$ cat config.mk
export PLATFORM = sky130hd
export DESIGN_NAME = obi_rr_arbiter
export DESIGN_NICKNAME = d
export VERILOG_FILES = /design/src/rtl/obi_arb_pkg.sv /design/src/rtl/obi_id_fifo.sv /design/src/rtl/obi_rr_arbiter.sv
export SDC_FILE = /design/constraint.sdc
export NUM_CORES = 1
export LEC_CHECK = 0
export ABC_AREA = 1
export BUFFER_PORTS_ARGS = -buffer_cell sky130_fd_sc_hd__buf_2
export CAP_MARGIN = 20
export CORE_AREA = 2 2 111 113
export DETAILED_ROUTE_END_ITERATION = 10
export DIE_AREA = 0 0 113 115
export GPL_TIMING_DRIVEN = 0
export MAX_ROUTING_LAYER = met4
export SYNTH_ARGS = -nofsm -noshare
export SYNTH_HDL_FRONTEND = slang
export SYNTH_HIERARCHICAL = 1
export SYNTH_SLANG_ARGS = --single-unit
$ cat constraint.sdc
create_clock -name clk_i -period 3.6 [get_ports clk_i]
set_clock_uncertainty 0.2 [all_clocks]
set_input_delay 0.18 -clock clk_i [delete_from_list [all_inputs] [get_ports clk_i]]
set_output_delay 0.18 -clock clk_i [all_outputs]
set_load 0.01 [all_outputs]
$ cat src/rtl/obi_arb_pkg.sv
// Shared types and the round-robin pick helper for the OBI requester arbiter.
package obi_arb_pkg;

    typedef enum logic {
        IDLE,
        LOCKED
    } arb_state_e;

    localparam int unsigned RR_MAX_REQ = 32;
    localparam int unsigned RR_IDX_W   = $clog2(RR_MAX_REQ);

    // First set request bit at or above ptr, wrapping modulo num_req.
    function automatic int unsigned rr_pick(input logic [RR_MAX_REQ-1:0] req,
                                            input int unsigned           ptr,
                                            input int unsigned           num_req);
        int unsigned idx;
        logic        found;
        rr_pick = ptr;
        found   = 1'b0;
        for (int unsigned i = 0; i < RR_MAX_REQ; i++) begin
            if (i < num_req && !found) begin
                idx = (ptr + i) % num_req;
                if (req[idx[RR_IDX_W-1:0]]) begin
                    rr_pick = idx;
                    found   = 1'b1;
                end
            end
        end
    endfunction

endpackage

$ cat src/rtl/obi_id_fifo.sv
// In-order FIFO of granted requester indices, used to route responses back.
module obi_id_fifo #(
    parameter int unsigned WIDTH = 1,
    parameter int unsigned DEPTH = 4
) (
    input  logic             clk_i,
    input  logic             rst_i,
    input  logic             push_i,
    input  logic [WIDTH-1:0] push_data_i,
    input  logic             pop_i,
    output logic [WIDTH-1:0] head_o,
    output logic             full_o,
    output logic             empty_o
);

    localparam int unsigned PW = (DEPTH > 1) ? $clog2(DEPTH) : 1;
    localparam int unsigned CW = $clog2(DEPTH) + 1;

    logic [WIDTH-1:0] mem [DEPTH];
    logic [PW-1:0]    wr_ptr_q;
    logic [PW-1:0]    rd_ptr_q;
    logic [CW-1:0]    count_q;

    assign full_o  = (count_q == CW'(DEPTH));
    assign empty_o = (count_q == '0);
    assign head_o  = mem[rd_ptr_q];

    always_ff @(posedge clk_i) begin
        if (rst_i) begin
            wr_ptr_q <= '0;
            rd_ptr_q <= '0;
            count_q  <= '0;
        end else begin
            if (push_i) begin
                mem[wr_ptr_q] <= push_data_i;
                wr_ptr_q      <= (wr_ptr_q == PW'(DEPTH - 1)) ? '0 : wr_ptr_q + 1'b1;
            end
            if (pop_i) begin
                rd_ptr_q <= (rd_ptr_q == PW'(DEPTH - 1)) ? '0 : rd_ptr_q + 1'b1;
            end
            if (push_i && !pop_i) begin
                count_q <= count_q + 1'b1;
            end else if (pop_i && !push_i) begin
                count_q <= count_q - 1'b1;
            end
        end
    end

endmodule

$ cat src/rtl/obi_rr_arbiter.sv
// Round-robin arbiter sharing one OBI target port between NUM_REQ requesters,
// with in-order response routing back to the issuing requester.
module obi_rr_arbiter
    import obi_arb_pkg::*;
#(
    parameter int unsigned NUM_REQ         = 2,
    parameter int unsigned ADDR_WIDTH      = 32,
    parameter int unsigned DATA_WIDTH      = 32,
    parameter int unsigned MAX_OUTSTANDING = 4
) (
    input  logic                            clk_i,
    input  logic                            rst_i,
    input  logic [NUM_REQ-1:0]              s_req_i,
    output logic [NUM_REQ-1:0]              s_gnt_o,
    input  logic [NUM_REQ*ADDR_WIDTH-1:0]   s_addr_i,
    input  logic [NUM_REQ-1:0]              s_we_i,
    input  logic [NUM_REQ*DATA_WIDTH/8-1:0] s_be_i,
    input  logic [NUM_REQ*DATA_WIDTH-1:0]   s_wdata_i,
    output logic [NUM_REQ-1:0]              s_rvalid_o,
    output logic [DATA_WIDTH-1:0]           s_rdata_o,
    output logic                            m_req_o,
    input  logic                            m_gnt_i,
    output logic [ADDR_WIDTH-1:0]           m_addr_o,
    output logic                            m_we_o,
    output logic [DATA_WIDTH/8-1:0]         m_be_o,
    output logic [DATA_WIDTH-1:0]           m_wdata_o,
    input  logic                            m_rvalid_i,
    input  logic [DATA_WIDTH-1:0]           m_rdata_i,
    output logic                            err_o
);

    localparam int unsigned IDX_W = $clog2(NUM_REQ);
    localparam int unsigned BE_W  = DATA_WIDTH / 8;

    arb_state_e       state_q, state_d;
    logic [IDX_W-1:0] ptr_q;
    logic [IDX_W-1:0] lock_q;
    logic [IDX_W-1:0] pick_idx;
    logic [IDX_W-1:0] win_idx;
    logic             have_win;
    logic             handshake;
    logic             pop;
    logic [IDX_W-1:0] fifo_head;
    logic             fifo_full;
    logic             fifo_empty;

    assign pick_idx = IDX_W'(rr_pick(RR_MAX_REQ'(s_req_i), 32'(ptr_q), NUM_REQ));

    always_comb begin
        state_d  = state_q;
        have_win = 1'b0;
        win_idx  = pick_idx;
        if (state_q == LOCKED) begin
            have_win = 1'b1;
            win_idx  = lock_q;
        end else begin
            have_win = |s_req_i;
        end

        m_req_o   = have_win & s_req_i[win_idx] & ~fifo_full & ~rst_i;
        handshake = m_req_o & m_gnt_i;

        s_gnt_o = '0;
        if (handshake) begin
            s_gnt_o[win_idx] = 1'b1;
        end

        if (handshake) begin
            state_d = IDLE;
        end else if (have_win) begin
            state_d = LOCKED;
        end

        m_addr_o  = '0;
        m_we_o    = 1'b0;
        m_be_o    = '0;
        m_wdata_o = '0;
        for (int unsigned k = 0; k < NUM_REQ; k++) begin
            if (have_win && win_idx == IDX_W'(k)) begin
                m_addr_o  = s_addr_i[k*ADDR_WIDTH +: ADDR_WIDTH];
                m_we_o    = s_we_i[k];
                m_be_o    = s_be_i[k*BE_W +: BE_W];
                m_wdata_o = s_wdata_i[k*DATA_WIDTH +: DATA_WIDTH];
            end
        end
    end

    always_ff @(posedge clk_i) begin
        if (rst_i) begin
            state_q <= IDLE;
            ptr_q   <= '0;
            lock_q  <= '0;
        end else begin
            state_q <= state_d;
            if (have_win && !handshake) begin
                lock_q <= win_idx;
            end
            if (handshake) begin
                ptr_q <= (win_idx == IDX_W'(NUM_REQ - 1)) ? '0 : win_idx + 1'b1;
            end
        end
    end

    // Responses return in grant order, so the FIFO head names the issuer.
    assign pop       = m_rvalid_i & ~fifo_empty & ~rst_i;
    assign s_rdata_o = m_rdata_i;

    always_comb begin
        s_rvalid_o = '0;
        if (pop) begin
            s_rvalid_o[fifo_head] = 1'b1;
        end
    end

    always_ff @(posedge clk_i) begin
        if (rst_i) begin
            err_o <= 1'b0;
        end else if (m_rvalid_i && fifo_empty) begin
            err_o <= 1'b1;
        end
    end

    obi_id_fifo #(
        .WIDTH (IDX_W),
        .DEPTH (MAX_OUTSTANDING)
    ) u_id_fifo (
        .clk_i       (clk_i),
        .rst_i       (rst_i),
        .push_i      (handshake),
        .push_data_i (win_idx),
        .pop_i       (pop),
        .head_o      (fifo_head),
        .full_o      (fifo_full),
        .empty_o     (fifo_empty)
    );

endmodule

==> results.md <==
* Outcome: complete, but fails checks
* Failing checks: design-rule violations
* H-tree levels at 1
* Die area at 13,000 sq um
* Hold slack final at 29.49 ps
* Register area share after synthesis at 0.1707
* Synthesized flop and latch total at 17
* Min Tclk post-route at 2503 ps
* Initial antenna violation count at 0
* Commonest non-fill, non-tap cell in the layout: buf_2
* Largest area contributor in the netlist: nand3_1
* Pleak at 2.308 nW
* Max-cap violations at 0
* Post-Syn Nets at 565
* Final-report max-slew violation count at 0
* Pwr Density at 311.4 nW/um^2
* CP max-delay cell: fa_1
* Final setup vio count at 0
* Final hold viol count at 0
* Post_cts resized at 0
* Clk buf depth at 2
* Residual DRC count at 15
* Top cell type's share of synthesized area at 0.3122
* Die width at 113 um
* CP max FO at 9
* Cell-internal power at 0.0006755 W
* Mapped Area at 2228 sq um
* Core area at 11,810 sq um
* Grt ovf at 0
* CTS Buf Count at 3
* Setup TNS at 0 ps
* Slew margin rel. at 0.6618
* Crit path from: state_q
* CTS tree: built
* Ys Warns at 6
* Flop pwr share at 0.200
* HP Class: input port to register
* Starting Density at 0.1887
* FMAX at 399.5 MHz
* Power share of the clock group at 0.185
* Number of global-route vias before repair at 3,029
* Min-delay src: rst_i
* Sw power at 0.0004935 W
* CTS clk-pin slew, worst paths at 50 ps
* WP data required at 3540 ps
* Crit Path Class: register to register
* Share of layout cells above drive strength 1 at 0.5086
* Std cell rows at 40
* Largest net degree at the start of global routing at 14
* Detailed Routing Iterations Pass 1 at 7
* Clk sinks at 17
* Sw Share at 0.4222
* Initial DRC Count at 117
* Avg Cell Area, Syn at 5.833 sq um
* Latest clock arrival within the worst-skew pair at 240 ps
* Peak VDD IR at 0.1865 mV
* DIE HEIGHT at 115 um
* Critical Path Max Stage Delay at 390 ps
* Unrepaired setup endpoints after global routing: no
* Crit path max-delay family: simple AND/OR/NAND/NOR gates
* Combinational share of power at 0.615
* Post-CTS setup buffers at 0
* Drt total wl at 9826 um
* P&R area growth vs syn at 68.44%
* CP cell instances: nor2_1 > nand2_1 > nand3_2 > nand2_2 > nand4_4 > inv_2 > ha_1 > inv_2 > fa_1 > inv_1 > nand2_1 > nand3_1 > nand2_1 > inv_1 > nor2_1
* Count of input and output buffers at 250
* Crit Reg-Reg Startpoint: state_q
* First-pass GRT wire length at 14,360 um
* Least-Margin Pin Slew at 507.3 ps
* Crit path top cell by count: nand2_1
* Routability cong. at 0.8429
* Antenna diodes at 0
* Vias after detailed routing at 3,427
* Filler cell count at 1,366
* Most frequent cells in the layout: buf_2 (268), nand3_1 (139), nand2_1 (84)
* Critical path buffers and inverters at 4
* Detailed Place HPWL at 8273 um
* Number of routed nets with antenna violations at 0
* All-Layer GR Usage at 0.1387
* Synth Instances at 382
* Area of the multi-input gates at 1360 sq um
* Crit path launch type: register
* DR WL/cell at 12.53 um
* Largest cells by area after synthesis: nand3_1 (31%), nand2_1 (14%), buf_4 (13%)
* CP arrival at 2440 ps
* Tcrit/Tclk final at 0.6954
* Vias per cell at 4.371
* Nets at 821
* Synth cell types at 23
* Register Area at 380.4 sq um
* Top-Level Pins at 283
* Clock root buffer master: clkbuf_16
* Crit. End Element: register
[cell usage after synthesis, drive strengths merged]
library cell,instances
nand2,86
inv,24
edfxtp,4
nor2,26
a21oi,5
and3,1
buf,57
nand4,4
dfxtp,13
nor3,3
nand3,140
o21ai,8
ha,6
fa,1
clkbuf,4
[per-stage QoR]
step	utilization	instance area, sq um	worst slack [ps]	std cells	total power [W]
floorplan	-	2228	1495	382	0.0006533
global placement	0.3102	3664	1043	779	0.0009656
detailed placement	0.3102	3664	1063	779	0.0009656
CTS	0.3178	3754	1019	784	0.001189
global route	0.3178	3754	923.1	784	0.001274
finish	0.3178	3754	1097	784	0.001169
[power groups by stage]
stage | clock network, W | logic, W | registers [W]
floorplan | 0 | 0.000418 | 0.000235
global placement | 0 | 0.000728 | 0.000237
detailed placement | 0 | 0.000728 | 0.000238
CTS | 0.000222 | 0.000733 | 0.000234
global route | 0.000231 | 0.000806 | 0.000237
finish | 0.000216 | 0.000719 | 0.000233
[layout make-up]
cell class / count / share of cell area
clock buffers: 3 / 0.02000
inverters: 24 / 0.02400
flip-flops and latches: 17 / 0.1013
well taps: 147 / 0.04900
plain buffers: 61 / 0.1060
multi-input cells: 280 / 0.3623
repair buffers: 251 / 0.3360
clock inverters: 1 / 0.001333
[final timing paths]
kind	to	slack, ps	depth (start not counted)
min	err_o	30	2
max reg2reg	u_id_fifo/count_q[2]	1100	15
max	u_id_fifo/count_q[2]	1100	15
min reg2reg	err_o	280	2
[logic make-up (layout without fill, tap and decap cells)]
group	after synthesis	count (layout)	synth area share
simple gates	260	260	0.5385
compound gates	13	13	0.02920
fa+ha+maj	7	7	0.04267
buf+inv	85	340	0.2190
flops	17	17	0.1707
[worst reg2reg max path, cell delays in order (launching register included)]
cell     delay, ps
dfxtp_1        350
nor2_1          70
nand2_1         90
nand3_2        280
nand2_2        190
nand4_4        150
inv_2          130
ha_1           190
inv_2           50
fa_1           390
inv_1           70
nand2_1         60
nand3_1         70
nand2_1         50
inv_1           40
nor2_1          30
[per-layer routing]
layer  share of wire  vias up  GRT usage  routed length (um)
li1                -     1750          -                   -
met1            0.39     1509     0.1614                3860
met2            0.51      166     0.2511                5018
met3           0.096        2    0.03848                 939
met4         0.00081        0   0.006504                   8
met5               0        -          -                   0
[what timing repair did]
item	in CTS	in global routing
setup endpoints to repair	0	0
hold buffers	1	0
hold endpoints to repair	1	0
No activity file was read; power rests on OpenSTA's default activity.
